File: src/rtl/sram_if_pkg.sv
// Shared state encoding, default widths and command type for the SRAM port initiator.
package sram_if_pkg;

    localparam int DEF_ADDR_W = 4;
    localparam int DEF_DATA_W = 32;
    localparam int DEF_LEN_W  = 4;

    typedef enum logic [1:0] {
        IDLE,
        WR,
        RD,
        DRAIN
    } state_t;

    typedef struct packed {
        logic                  wr;
        logic [DEF_ADDR_W-1:0] addr;
        logic [DEF_LEN_W-1:0]  len;
    } cmd_t;

endpackage

File: src/rtl/sram_rsp_fifo.sv
// Read response buffer; occupancy is bounded by the initiator's credit count,
// so it never sees a push while full or a pop while empty.
module sram_rsp_fifo #(
    parameter int DATA_W    = 32,
    parameter int RSP_DEPTH = 2
) (
    input  logic                           clk,
    input  logic                           rst,
    input  logic                           push,
    input  logic [DATA_W-1:0]              push_data,
    input  logic                           pop,
    output logic [DATA_W-1:0]              pop_data,
    output logic                           empty,
    output logic [$clog2(RSP_DEPTH+1)-1:0] count
);

    localparam int PTR_W = (RSP_DEPTH > 1) ? $clog2(RSP_DEPTH) : 1;
    localparam int CNT_W = $clog2(RSP_DEPTH + 1);

    logic [DATA_W-1:0] mem [RSP_DEPTH];
    logic [PTR_W-1:0]  wr_ptr;
    logic [PTR_W-1:0]  rd_ptr;

    function automatic logic [PTR_W-1:0] next_ptr(input logic [PTR_W-1:0] p);
        return (p == PTR_W'(RSP_DEPTH - 1)) ? '0 : p + PTR_W'(1);
    endfunction

    // NOTE: the storage array has no reset; the pointers and count define what is valid,
    // and the read port is forced to zero while empty so nothing stale is ever visible.
    always_ff @(posedge clk) begin
        if (push) begin
            mem[wr_ptr] <= push_data;
        end
    end

    always_ff @(posedge clk or posedge rst) begin
        if (rst) begin
            wr_ptr <= '0;
            rd_ptr <= '0;
            count  <= '0;
        end else begin
            if (push) begin
                wr_ptr <= next_ptr(wr_ptr);
            end
            if (pop) begin
                rd_ptr <= next_ptr(rd_ptr);
            end
            count <= count + CNT_W'(push) - CNT_W'(pop);
        end
    end

    assign empty    = (count == '0);
    assign pop_data = empty ? '0 : mem[rd_ptr];

endmodule

File: src/rtl/sram_port_initiator.sv
// Burst initiator for a single-port SRAM (s_addr/s_wen/s_wdata/s_rdata) with
// credit-managed read responses. Define SRAM_INIT_STATS_EN to add access counters.
module sram_port_initiator
    import sram_if_pkg::*;
#(
    parameter int ADDR_W    = DEF_ADDR_W,
    parameter int DATA_W    = DEF_DATA_W,
    parameter int LEN_W     = DEF_LEN_W,
    parameter int RD_LAT    = 1,
    parameter int RSP_DEPTH = 2
) (
    input  logic              clk,
    input  logic              rst,
    input  logic              cmd_valid,
    output logic              cmd_ready,
    input  logic              cmd_wr,
    input  logic [ADDR_W-1:0] cmd_addr,
    input  logic [LEN_W-1:0]  cmd_len,
    input  logic              wr_valid,
    output logic              wr_ready,
    input  logic [DATA_W-1:0] wr_data,
    output logic              rsp_valid,
    input  logic              rsp_ready,
    output logic [DATA_W-1:0] rsp_data,
    output logic              busy,
    output logic [ADDR_W-1:0] s_addr,
    output logic              s_wen,
    output logic [DATA_W-1:0] s_wdata,
`ifdef SRAM_INIT_STATS_EN
    output logic [15:0]       stat_wr_cnt,
    output logic [15:0]       stat_rd_cnt,
`endif
    input  logic [DATA_W-1:0] s_rdata
);

    localparam int CRED_W = $clog2(RSP_DEPTH + 1);

    state_t             state;
    state_t             state_nxt;
    logic [ADDR_W-1:0]  addr;
    logic [LEN_W-1:0]   remaining;
    logic [CRED_W-1:0]  credits;
    logic [RD_LAT:0]    rd_pipe;
    logic               cmd_fire;
    logic               wr_fire;
    logic               rd_issue;
    logic               rsp_pop;
    logic               fifo_empty;
    logic [CRED_W-1:0]  fifo_count;

    // NOTE: sequential state uses non-blocking assignments so every register samples
    // the pre-edge values of the others, independent of statement order.
    always_ff @(posedge clk or posedge rst) begin
        if (rst) begin
            state <= IDLE;
        end else begin
            state <= state_nxt;
        end
    end

    // NOTE: every output of this block is given a default first, so no path can infer a latch.
    always_comb begin
        state_nxt = state;
        cmd_ready = 1'b0;
        wr_ready  = 1'b0;
        rd_issue  = 1'b0;
        case (state)
            IDLE: begin
                cmd_ready = !rst;
                if (cmd_valid && !rst) begin
                    state_nxt = cmd_wr ? WR : RD;
                end
            end
            WR: begin
                wr_ready = 1'b1;
                if (wr_valid && remaining == '0) begin
                    state_nxt = IDLE;
                end
            end
            RD: begin
                rd_issue = (credits != '0);
                if (rd_issue && remaining == '0) begin
                    state_nxt = DRAIN;
                end
            end
            DRAIN: begin
                if (rd_pipe == '0) begin
                    state_nxt = IDLE;
                end
            end
            default: state_nxt = IDLE;
        endcase
    end

    assign cmd_fire = cmd_valid && cmd_ready;
    assign wr_fire  = wr_valid && wr_ready;
    assign rsp_pop  = rsp_valid && rsp_ready;

    // SRAM port and burst bookkeeping; a bubble cycle drops s_wen but holds s_addr.
    always_ff @(posedge clk or posedge rst) begin
        if (rst) begin
            addr      <= '0;
            remaining <= '0;
            s_addr    <= '0;
            s_wen     <= 1'b0;
            s_wdata   <= '0;
        end else begin
            s_wen <= 1'b0;
            if (cmd_fire) begin
                addr      <= cmd_addr;
                remaining <= cmd_len;
            end else if (wr_fire || rd_issue) begin
                s_addr    <= addr;
                addr      <= addr + ADDR_W'(1);
                remaining <= remaining - LEN_W'(1);
                if (wr_fire) begin
                    s_wen   <= 1'b1;
                    s_wdata <= wr_data;
                end
            end
        end
    end

    // rd_pipe[0] marks a read on the SRAM port; rd_pipe[RD_LAT] marks s_rdata valid.
    always_ff @(posedge clk or posedge rst) begin
        if (rst) begin
            rd_pipe <= '0;
            credits <= CRED_W'(RSP_DEPTH);
        end else begin
            rd_pipe <= {rd_pipe[RD_LAT-1:0], rd_issue};
            credits <= credits + CRED_W'(rsp_pop) - CRED_W'(rd_issue);
        end
    end

    sram_rsp_fifo #(
        .DATA_W    (DATA_W),
        .RSP_DEPTH (RSP_DEPTH)
    ) u_rsp_fifo (
        .clk       (clk),
        .rst       (rst),
        .push      (rd_pipe[RD_LAT]),
        .push_data (s_rdata),
        .pop       (rsp_pop),
        .pop_data  (rsp_data),
        .empty     (fifo_empty),
        .count     (fifo_count)
    );

    assign rsp_valid = !fifo_empty;
    assign busy      = (state != IDLE) || (fifo_count != '0);

`ifdef SRAM_INIT_STATS_EN
    always_ff @(posedge clk or posedge rst) begin
        if (rst) begin
            stat_wr_cnt <= '0;
            stat_rd_cnt <= '0;
        end else begin
            if (wr_fire && stat_wr_cnt != 16'hffff) begin
                stat_wr_cnt <= stat_wr_cnt + 16'd1;
            end
            if (rd_issue && stat_rd_cnt != 16'hffff) begin
                stat_rd_cnt <= stat_rd_cnt + 16'd1;
            end
        end
    end
`endif

endmodule

File: config.mk
export PLATFORM = sky130hd
export DESIGN_NAME = sram_port_initiator
export DESIGN_NICKNAME = d
export VERILOG_FILES = /design/src/rtl/sram_if_pkg.sv /design/src/rtl/sram_rsp_fifo.sv /design/src/rtl/sram_port_initiator.sv
export SDC_FILE = /design/constraint.sdc
export NUM_CORES = 1
export LEC_CHECK = 0
export CAP_MARGIN = 30
export CORE_AREA = 8 8 107 129
export DETAILED_ROUTE_END_ITERATION = 8
export DIE_AREA = 0 0 115 137
export MAX_ROUTING_LAYER = met4
export PLACE_DENSITY = 0.75
export SLEW_MARGIN = 20
export SYNTH_ARGS = -nofsm -noshare
export SYNTH_HDL_FRONTEND = slang
export SYNTH_SLANG_ARGS = --single-unit
File: constraint.sdc
create_clock -name clk -period 2.2 [get_ports clk]
set_input_delay 0.33 -clock clk [delete_from_list [all_inputs] [get_ports clk]]
set_output_delay 0.33 -clock clk [all_outputs]
set_load 0.01 [all_outputs]
---- Word level (Yosys, flattened, before mapping) ----
Memories as Yosys holds them, arrays and structs flattened.
Index checks and enable logic that the tools add are counted.
operators by class
  add/subtract/negate cells ............... 8
  eq/ne operators ......................... 7
  muxes and demuxes ....................... 21
  bitwise logic cells ..................... 1
  reductions and logical operators ........ 21
operators with widths
  cell                                                                count
  32-bit two-way mux                                                  1
  4-bit two-way mux                                                   4
  1-bit two-way mux                                                   10
  2-bit two-way mux                                                   5
  2-bit inequality test, second input constant                        4
  2-bit case mux with 4 select lines                                  1
  2-bit nonzero test                                                  4
  1-bit logical AND                                                   6
  2-bit zero test                                                     3
  2-bit by 1-bit adder with 2-bit output                              2
  4-bit by 1-bit adder with 4-bit output, second input constant       1
  2-bit == test, second input constant                                2
  4-bit zero test                                                     1
  4-bit AND reduction                                                 1
  2-bit by 1-bit subtractor with 2-bit output                         2
  4-bit by 1-bit subtractor with 4-bit output, second input constant  1
  3-bit AND reduction                                                 1
  1-bit adder, second input constant                                  2
  2-bit by 1-bit == test with 1-bit output, second input constant     1
  1-bit zero test                                                     2
  1-bit logical OR                                                    2
  2-bit AND reduction                                                 1
  1-bit inverter                                                      1
word-level totals
  bits in registers ....................... 55
  memory bits (writable) .................. 64
  bits of input ports ..................... 78
  output and inout port bits .............. 73
  logic and storage cells ................. 70
  memories ................................ 1
memories
  name            depth  bits a word  read ports  clocked after memory_dff  write ports  line                 text
  u_rsp_fifo.mem  2      32           1           0                         1            sram_rsp_fifo.sv:20  logic [DATA_W-1:0] mem [RSP_DEPTH];

---- Longest topological paths before layout ----
Gate-level depths: netlist of run 1.
  depth after elaboration ................. 6
  mapped depth ............................ 7
  gate-level depth less buffers ........... 7

---- Cells and area by module ----
A second synthesis of run 1 with hierarchy kept.
unflattened totals
  cell total of the unflattened synthesis .. 385
  area total of the unflattened synthesis .. 4,863.4 µm²
by module, submodules not included
  module               instances  cells each  area each (µm²)  sequential area each (µm²)
  sram_rsp_fifo        1          151         2,643.8          2,021.9
  sram_port_initiator  1          234         2,219.6          1,277.5

---- Least setup slack after synthesis of run 1 ----
No wires, ideal clock.
  path type ............................... register to register
  start ................................... register rd_pipe[1]
  end ..................................... memory u_rsp_fifo.mem[0][0], enable pin
  arrival ................................. 1.866 ns
  slack ................................... -0.091 ns
  cell stages (with the launch flop) ...... 2
  period minus slack after synthesis ...... 2.291 ns
  cells stage by stage .................... dfrtp_1 > nor2b_1
on the way
  word-level cells in the longest chain between the ends .. 2
ends and longest elaborated chain
  element                                  line                        text
  start: declaration                       sram_port_initiator.sv:43   logic [RD_LAT:0] rd_pipe;
  start signal: assignment                 sram_port_initiator.sv:130  rd_pipe <= {rd_pipe[RD_LAT-1:0], rd_issue};
  1-bit two-way mux                        sram_rsp_fifo.sv:31         if (push) begin
  1-bit two-way mux (not written as such)  sram_rsp_fifo.sv:32         mem[wr_ptr] <= push_data;
  end: declaration                         sram_rsp_fifo.sv:20
Every way passes these cells.

---- Worst setup path after layout of run 1 ----
  start ................................... register u_rsp_fifo.rd_ptr
  end ..................................... output rsp_data[29]
on the way
  word-level cells in the longest chain between the ends .. 2
ends and longest elaborated chain
  element                   line                       text
  start: declaration        sram_rsp_fifo.sv:22        logic [PTR_W-1:0] rd_ptr;
  start signal: assignment  sram_rsp_fifo.sv:46        rd_ptr <= next_ptr(rd_ptr);
  memory read 2 x 32 bit    --
  32-bit two-way mux        sram_rsp_fifo.sv:53        assign pop_data = empty ? '0 : mem[rd_ptr];
  end: declaration          sram_port_initiator.sv:24  output logic [DATA_W-1:0] rsp_data,
Every way passes these cells.

==> results_dict.tcl, run 1 <==
set metrics [dict create \
    core-area_mm2 0.0118 \
    synthCells 392 \
    post-place-ws_ns 0.171 \
    finalSetupViolCount 0 \
    holdCritPathClass "input pin to asynchronous set/reset pin" \
    drt-total-wl_um 11500 \
    syn_avg_cell_area_um2 12.3 \
    ant_nets 0 \
    final_cells 728 \
    syn_to_final_growth_pct 49.7 \
    rsz0062_at_grt "yes" \
    path_clk_slew_ns 0.06 \
    tightestPinTransition_ns 0.643 \
    ir_drop_mv 0.738 \
    cts_hold_buf 0 \
    cts.sinks 119 \
    syn-cell-area_mm2 0.00481 \
    fill_cells 1002 \
    power.density_mw_per_mm2 1480 \
    vias 3425 \
    seq_area_mm2 0.00330 \
    drive_above_1_share_pct 9.88 \
    max_cap_violations 0 \
    total_leakage_power_nw 3.18 \
    row_count 44 \
    hold_viol_final 0 \
    status "finished, final reports clean" \
    crit_fanout 22 \
    grt_max_degree 46 \
    worst_path_largest_cell_delay_ns 0.54 \
    fin_skew_ns 0.00614 \
    worstPathRequired_ns 1.87 \
    vias_per_cell 4.70 \
    max_freq_ghz 0.466 \
    setup_slack_ns 0.0523 \
    grt_usage_pct 15.1 \
    r2r_start "state[1]$_DFFE_PP0P_" \
    yosys_warnings 0 \
    die_w_um 115 \
    synth.distinct_cells 40 \
    num_antenna_cells 0 \
    cts.path.max_buffers 2 \
    timing.final.crit_share_pct 97.6 \
    r2r_setup_slack_ns 0.23 \
    ys_ff_latch 119 \
    fin_hold_ws_ns 0.310 \
    worstSetupEndpoint "rsp_data[29]" \
    cp-start-kind "flip-flop" \
    layout_commonest_cell "clkdlybuf4s50_1" \
    grt_pass1_wl_um 17800 \
    r2r_cells 6 \
    cts_buffers 17 \
    start_util_pct 40.8 \
    post_drt_wl_per_cell_um 15.8 \
    post-route-min-period_ns 2.15 \
    first_global_vias 3554 \
    io_pins 151 \
    path_cells "buf_12, mux2i_1, nor2_1, clkdlybuf4s50_1" \
    ys_seq_area_share_pct 68.6 \
    cp_slowest_cell "clkdlybuf4s50_1" \
    portBuffers 150 \
    globalplace.congestion 0.788 \
    antenna_found_initial 0 \
    cts_root_buffer "clkbuf_16" \
    route.detailed.drc 0 \
    fin_nets 637 \
    cts_tree "done" \
    cp-startpoint "u_rsp_fifo.rd_ptr$_DFFE_PP0P_" \
    clock_latency_ns 0.40 \
    gr-total-overflow 0 \
    end_kind "output port" \
    hpwl_um 8100 \
    relSlewSlack_pct 56.8 \
    die_area_mm2 0.0158 \
    p_total_mw 10.6 \
    dr.first_iter.drc_count 202 \
    die_h_um 137 \
    syn_nets 475 \
    r2r_end "credits[1]$_DFF_PP1_" \
    dp.cells 694 \
    first_pass_iters 4 \
    drv_slew 0 \
    crit_type "flip-flop to output port" \
    most-common-layout-cells "134 x clkdlybuf4s50_1, 114 x nand2_1, 64 x edfxtp_1" \
    htreeDepth 4 \
    arrival_ns 1.82 \
    multiInputGateArea_mm2 0.00138 \
    postLayoutCoreUtil_pct 61.1 \
]
metal layers:
metal  GRT usage, %  vias up  wire [um]
li1               -     1661          -
met1           17.7     1641       5120
met2           24.6      113       5700
met3           3.89       10        556
met4           5.27        0        112
met5              -        -          0
kinds of logic after synthesis:
logic type / Yosys count / share of synthesized area [%]
simple gates: 174 / 15.0
flops: 119 / 68.6
mux: 34 / 7.11
buf+inv: 28 / 2.79
compound gates: 26 / 4.09
xor+xnor: 6 / 1.09
fa+ha+maj: 5 / 1.30
state kept, by name, summed over array words and instances (netlist names), 4 cells and up:
| name | flops |
|---|---|
| s_wdata | 32 |
| u_rsp_fifo.mem | 64 |
| s_addr | 4 |
| remaining | 4 |
| addr | 4 |
power breakdown:
part | internal, mW | leakage [nW] | switching [mW]
Sequential | 3.21 | 1.25 | 0.444
Combinational | 2.18 | 1.65 | 2.03
Clock | 1.78 | 0.283 | 0.992
cells in the mapped netlist (all sizes together):
master | number | area share [%]
clkbuf | 6 | 0.47
mux2i | 33 | 6.9
a311o | 1 | 0.21
nor2b | 3 | 0.39
nor2 | 39 | 3.0
inv | 9 | 0.70
and2 | 2 | 0.26
nand3 | 6 | 0.62
o211ai | 2 | 0.31
mux2 | 1 | 0.23
buf | 13 | 1.6
dfrtp | 54 | 28
o2111ai | 3 | 0.68
a21boi | 1 | 0.16
and3 | 2 | 0.36
a311oi | 1 | 0.18
or4b | 1 | 0.29
o21ai | 5 | 0.60
a21oi | 6 | 0.70
or3 | 2 | 0.26
edfxtp | 64 | 40
nand2 | 114 | 8.9
ha | 5 | 1.3
dfstp | 1 | 0.55
o31a | 6 | 1.1
xor2 | 3 | 0.55
xnor2 | 3 | 0.55
nor4b | 2 | 0.49
o21a | 1 | 0.16
nor3 | 2 | 0.21
nand3b | 1 | 0.16
per-stage QoR:
step           instance area (um^2)  TNS, ns
3_3_place_gp                   6530        0
4_1_cts                        7150        0
5_1_grt                        7200  -0.0273
6_report                       7200        0
3_5_place_dp                   6530        0
2_1_floorplan                  4810        0
worst max-delay path: cells and delay by family, from the launching register on:
family	cells	cell delay, ns
multiplexers	1	0.14
flip-flops	1	0.44
buffers and inverters	2	0.72
AND/OR/NAND/NOR	1	0.10
worst min path at each step:
stage	startpoint	endpoint	slack [ns]
after floorplan	rd_pipe[0]$_DFF_PP0_	rd_pipe[1]$_DFF_PP0_	0.35
after global placement	rd_pipe[0]$_DFF_PP0_	rd_pipe[1]$_DFF_PP0_	0.36
after detailed placement	rd_pipe[0]$_DFF_PP0_	rd_pipe[1]$_DFF_PP0_	0.37
after CTS	rst	u_rsp_fifo.count[1]$_DFF_PP0_	0.30
after global routing	rst	u_rsp_fifo.count[1]$_DFF_PP0_	0.33
final	rst	u_rsp_fifo.count[1]$_DFF_PP0_	0.31
what timing repair did:
action | 4_1_cts | 5_1_grt
setup endpoints to repair | 32 | 19
gates resized for setup | 2 | 18
buffers inserted | 2 | 0
cloned | 0 | 0
cell type report:
class,count,share of cell area (%)
repair buffers,162,23.3
clock buffers,17,5.91
clock inverters,15,2.47
well taps,161,2.80
multi-input cells,245,19.2
flip-flops and latches,119,45.9
inverters,9,0.469
Note: power is estimated with default switching activity, not from simulation.
==> run 2, diff against run 1 <==
--- a/config.mk
+++ b/config.mk
@@ -9,6 +9,7 @@
 export CORE_AREA = 8 8 107 129
 export DETAILED_ROUTE_END_ITERATION = 8
 export DIE_AREA = 0 0 115 137
+export GPL_TIMING_DRIVEN = 0
 export MAX_ROUTING_LAYER = met4
 export PLACE_DENSITY = 0.75
 export SLEW_MARGIN = 20
==> constraint.sdc (replaced) <==
create_clock -name clk -period 1.86 [get_ports clk]
set_input_delay 0.279 -clock clk [delete_from_list [all_inputs] [get_ports clk]]
set_output_delay 0.279 -clock clk [all_outputs]
set_load 0.01 [all_outputs]
==> results_dict.tcl, run 2 (synthesis results as in run 1) <==
set metrics [dict create \
    path_cells "nor2_4, buf_6, buf_8, nor2_1, dlygate4sd2_1" \
    clock_latency_ns 0.41 \
    cts_root_buffer "clkbuf_16" \
    tightestPinTransition_ns 0.796 \
    drv_slew 0 \
    crit_type "flip-flop to output port" \
    hold_viol_final 0 \
    multiInputGateArea_mm2 0.00139 \
    path_clk_slew_ns 0.05 \
    largest_reg_flops 64 \
    drive_above_1_share_pct 14.0 \
    rsz0062_at_grt "yes" \
    drt-total-wl_um 11600 \
    setup_slack_ns -0.0193 \
    max_cap_violations 0 \
    cts_hold_buf 0 \
    cp-start-kind "flip-flop" \
    holdPathStages 0 \
    max_freq_ghz 0.532 \
    crit_buf_inv 3 \
    dpl-instance-area_mm2 0.00657 \
    violations "negative setup slack" \
    relSlewSlack_pct 46.8 \
    end_kind "output port" \
    holdCritPathClass "flip-flop to flip-flop" \
    seq_area_mm2 0.00330 \
    vias_per_cell 4.72 \
    route.detailed.drc 0 \
    fin_area_mm2 0.00713 \
    r2r_end "remaining[2]$_DFFE_PP0P_" \
    most-common-layout-cells "114 x nand2_1, 114 x clkdlybuf4s50_1, 64 x edfxtp_1" \
    die_h_um 137 \
    power.density_mw_per_mm2 1720 \
    die_w_um 115 \
    worstPathRequired_ns 1.58 \
    post_drt_wl_per_cell_um 15.6 \
    path_delay_family "buffers and inverters" \
    post-place-ws_ns -0.199 \
    portBuffers 150 \
    first_pass_iters 4 \
    cts_tree "done" \
    fill_cells 979 \
    io_pins 151 \
    core-area_mm2 0.0118 \
    grt_usage_pct 15.3 \
    die_area_mm2 0.0158 \
    gr-total-overflow 0 \
    total_leakage_power_nw 3.08 \
    min-delay-start "rd_pipe[0]$_DFF_PP0_" \
    top_regs "u_rsp_fifo.mem: 64 flops, s_wdata: 32 flops" \
    finalSetupViolCount 5 \
    hpwl_um 8290 \
    row_count 44 \
    start_util_pct 40.8 \
    fin_nets 649 \
    worst_path_largest_cell_delay_ns 0.40 \
    globalplace.congestion 0.759 \
    cts.sinks 119 \
    regMostFlops "u_rsp_fifo.mem" \
    ir_drop_mv 0.805 \
    ant_nets 0 \
    dr.first_iter.drc_count 191 \
    arrival_ns 1.60 \
    cp_slowest_cell "dfrtp_1" \
    grt_pass1_wl_um 18100 \
    cts_buffers 17 \
    r2r_setup_slack_ns 0.18 \
    first_global_vias 3642 \
    vias 3493 \
    fin_skew_ns 0.0103 \
    post-route-min-period_ns 1.88 \
    antenna_found_initial 0 \
    htreeDepth 4 \
    r2r_cells 6 \
    status "finished, violations left" \
    r2r_start "state[0]$_DFFE_PP0P_" \
    cts.path.max_buffers 2 \
    hold-path-endpoint "rd_pipe[1]$_DFF_PP0_" \
    crit_fanout 10 \
    num_antenna_cells 0 \
    grt_max_degree 56 \
    timing.final.crit_share_pct 101 \
    syn_to_final_growth_pct 48.4 \
]
run 2: cell types whose count changed in the layout (fill, tap and decap cells not counted), moves of 2 or more:
cell / delta
clkdlybuf4s50_1: -20
clkbuf_1: +2
clkbuf_2: +15
dlymetal6s2s_1: -16
buf_12: -2
buf_6: +7
dlygate4sd2_1: +19
buf_2: +6
clkbuf_8: +2
bufinv_16: -2
buf_1: +2
buf_4: -5
clkinv_4: -2
run 2: worst register-to-register path, cell delays in order, from the launching register on:
cell and delay, ns:
dfrtp_1 0.37, buf_6 0.15, or4b_4 0.57, buf_6 0.16, and3_4 0.18, a21oi_2 0.09, nand2_1 0.05
run 2: report_power, final:
part / switching, mW / internal, mW / leakage [nW]
logic: 2.50 / 2.55 / 1.57
clock network: 1.15 / 1.86 / 0.256
registers: 0.461 / 3.79 / 1.25
run 2: worst max-delay path by stage:
stage	endpoint	startpoint	slack, ns	depth (start not counted)
6_report	rsp_data[26]	u_rsp_fifo.count[0]$_DFF_PP0_	-0.02	5
4_1_cts	rsp_data[11]	u_rsp_fifo.rd_ptr$_DFFE_PP0P_	-0.03	4
3_5_place_dp	rsp_data[11]	u_rsp_fifo.rd_ptr$_DFFE_PP0P_	-0.20	5
2_1_floorplan	u_rsp_fifo.mem[0][0]$_DFFE_PP_	rd_pipe[1]$_DFF_PP0_	0.16	1
5_1_grt	rsp_data[0]	u_rsp_fifo.rd_ptr$_DFFE_PP0P_	-0.11	4
3_3_place_gp	s_wdata[20]$_DFFE_PP0P_	rst	-0.93	2
run 2: cell type report:
cell class	count	share of cell area, %
well taps	161	2.82
inverters	9	0.509
clock buffers	19	6.21
plain buffers	17	2.02
flip-flops and latches	119	46.3
multi-input cells	245	19.5
clock inverters	13	1.51
repair buffers	157	21.1
run 2: timing repair:
item                                    4_1_cts  5_1_grt
gates cloned                                  0        1
setup buffers                                 2        2
endpoints found under the setup margin       36       33
resized for setup                            58       36
run 2: metrics by stage:
stage	hold slack (ns)	setup TNS (ns)	power, mW	std cells	util [%]
2_1_floorplan	0.354	0	6.84	392	-
3_3_place_gp	0.363	-69.22	9.17	703	55.3
3_5_place_dp	0.370	-5.55	9.42	705	55.8
4_1_cts	0.384	-0.204	12.3	737	60.6
5_1_grt	0.399	-0.971	13.1	740	60.6
6_report	0.382	-0.0552	12.3	740	60.6
run 2: routing by layer:
metal	GRT usage [%]	vias to the layer above	part of all wire (%)
li1	-	1688	-
met1	17.9	1680	43
met2	24.4	109	49
met3	4.37	16	5.8
met4	6.14	0	1.4
met5	-	-	0
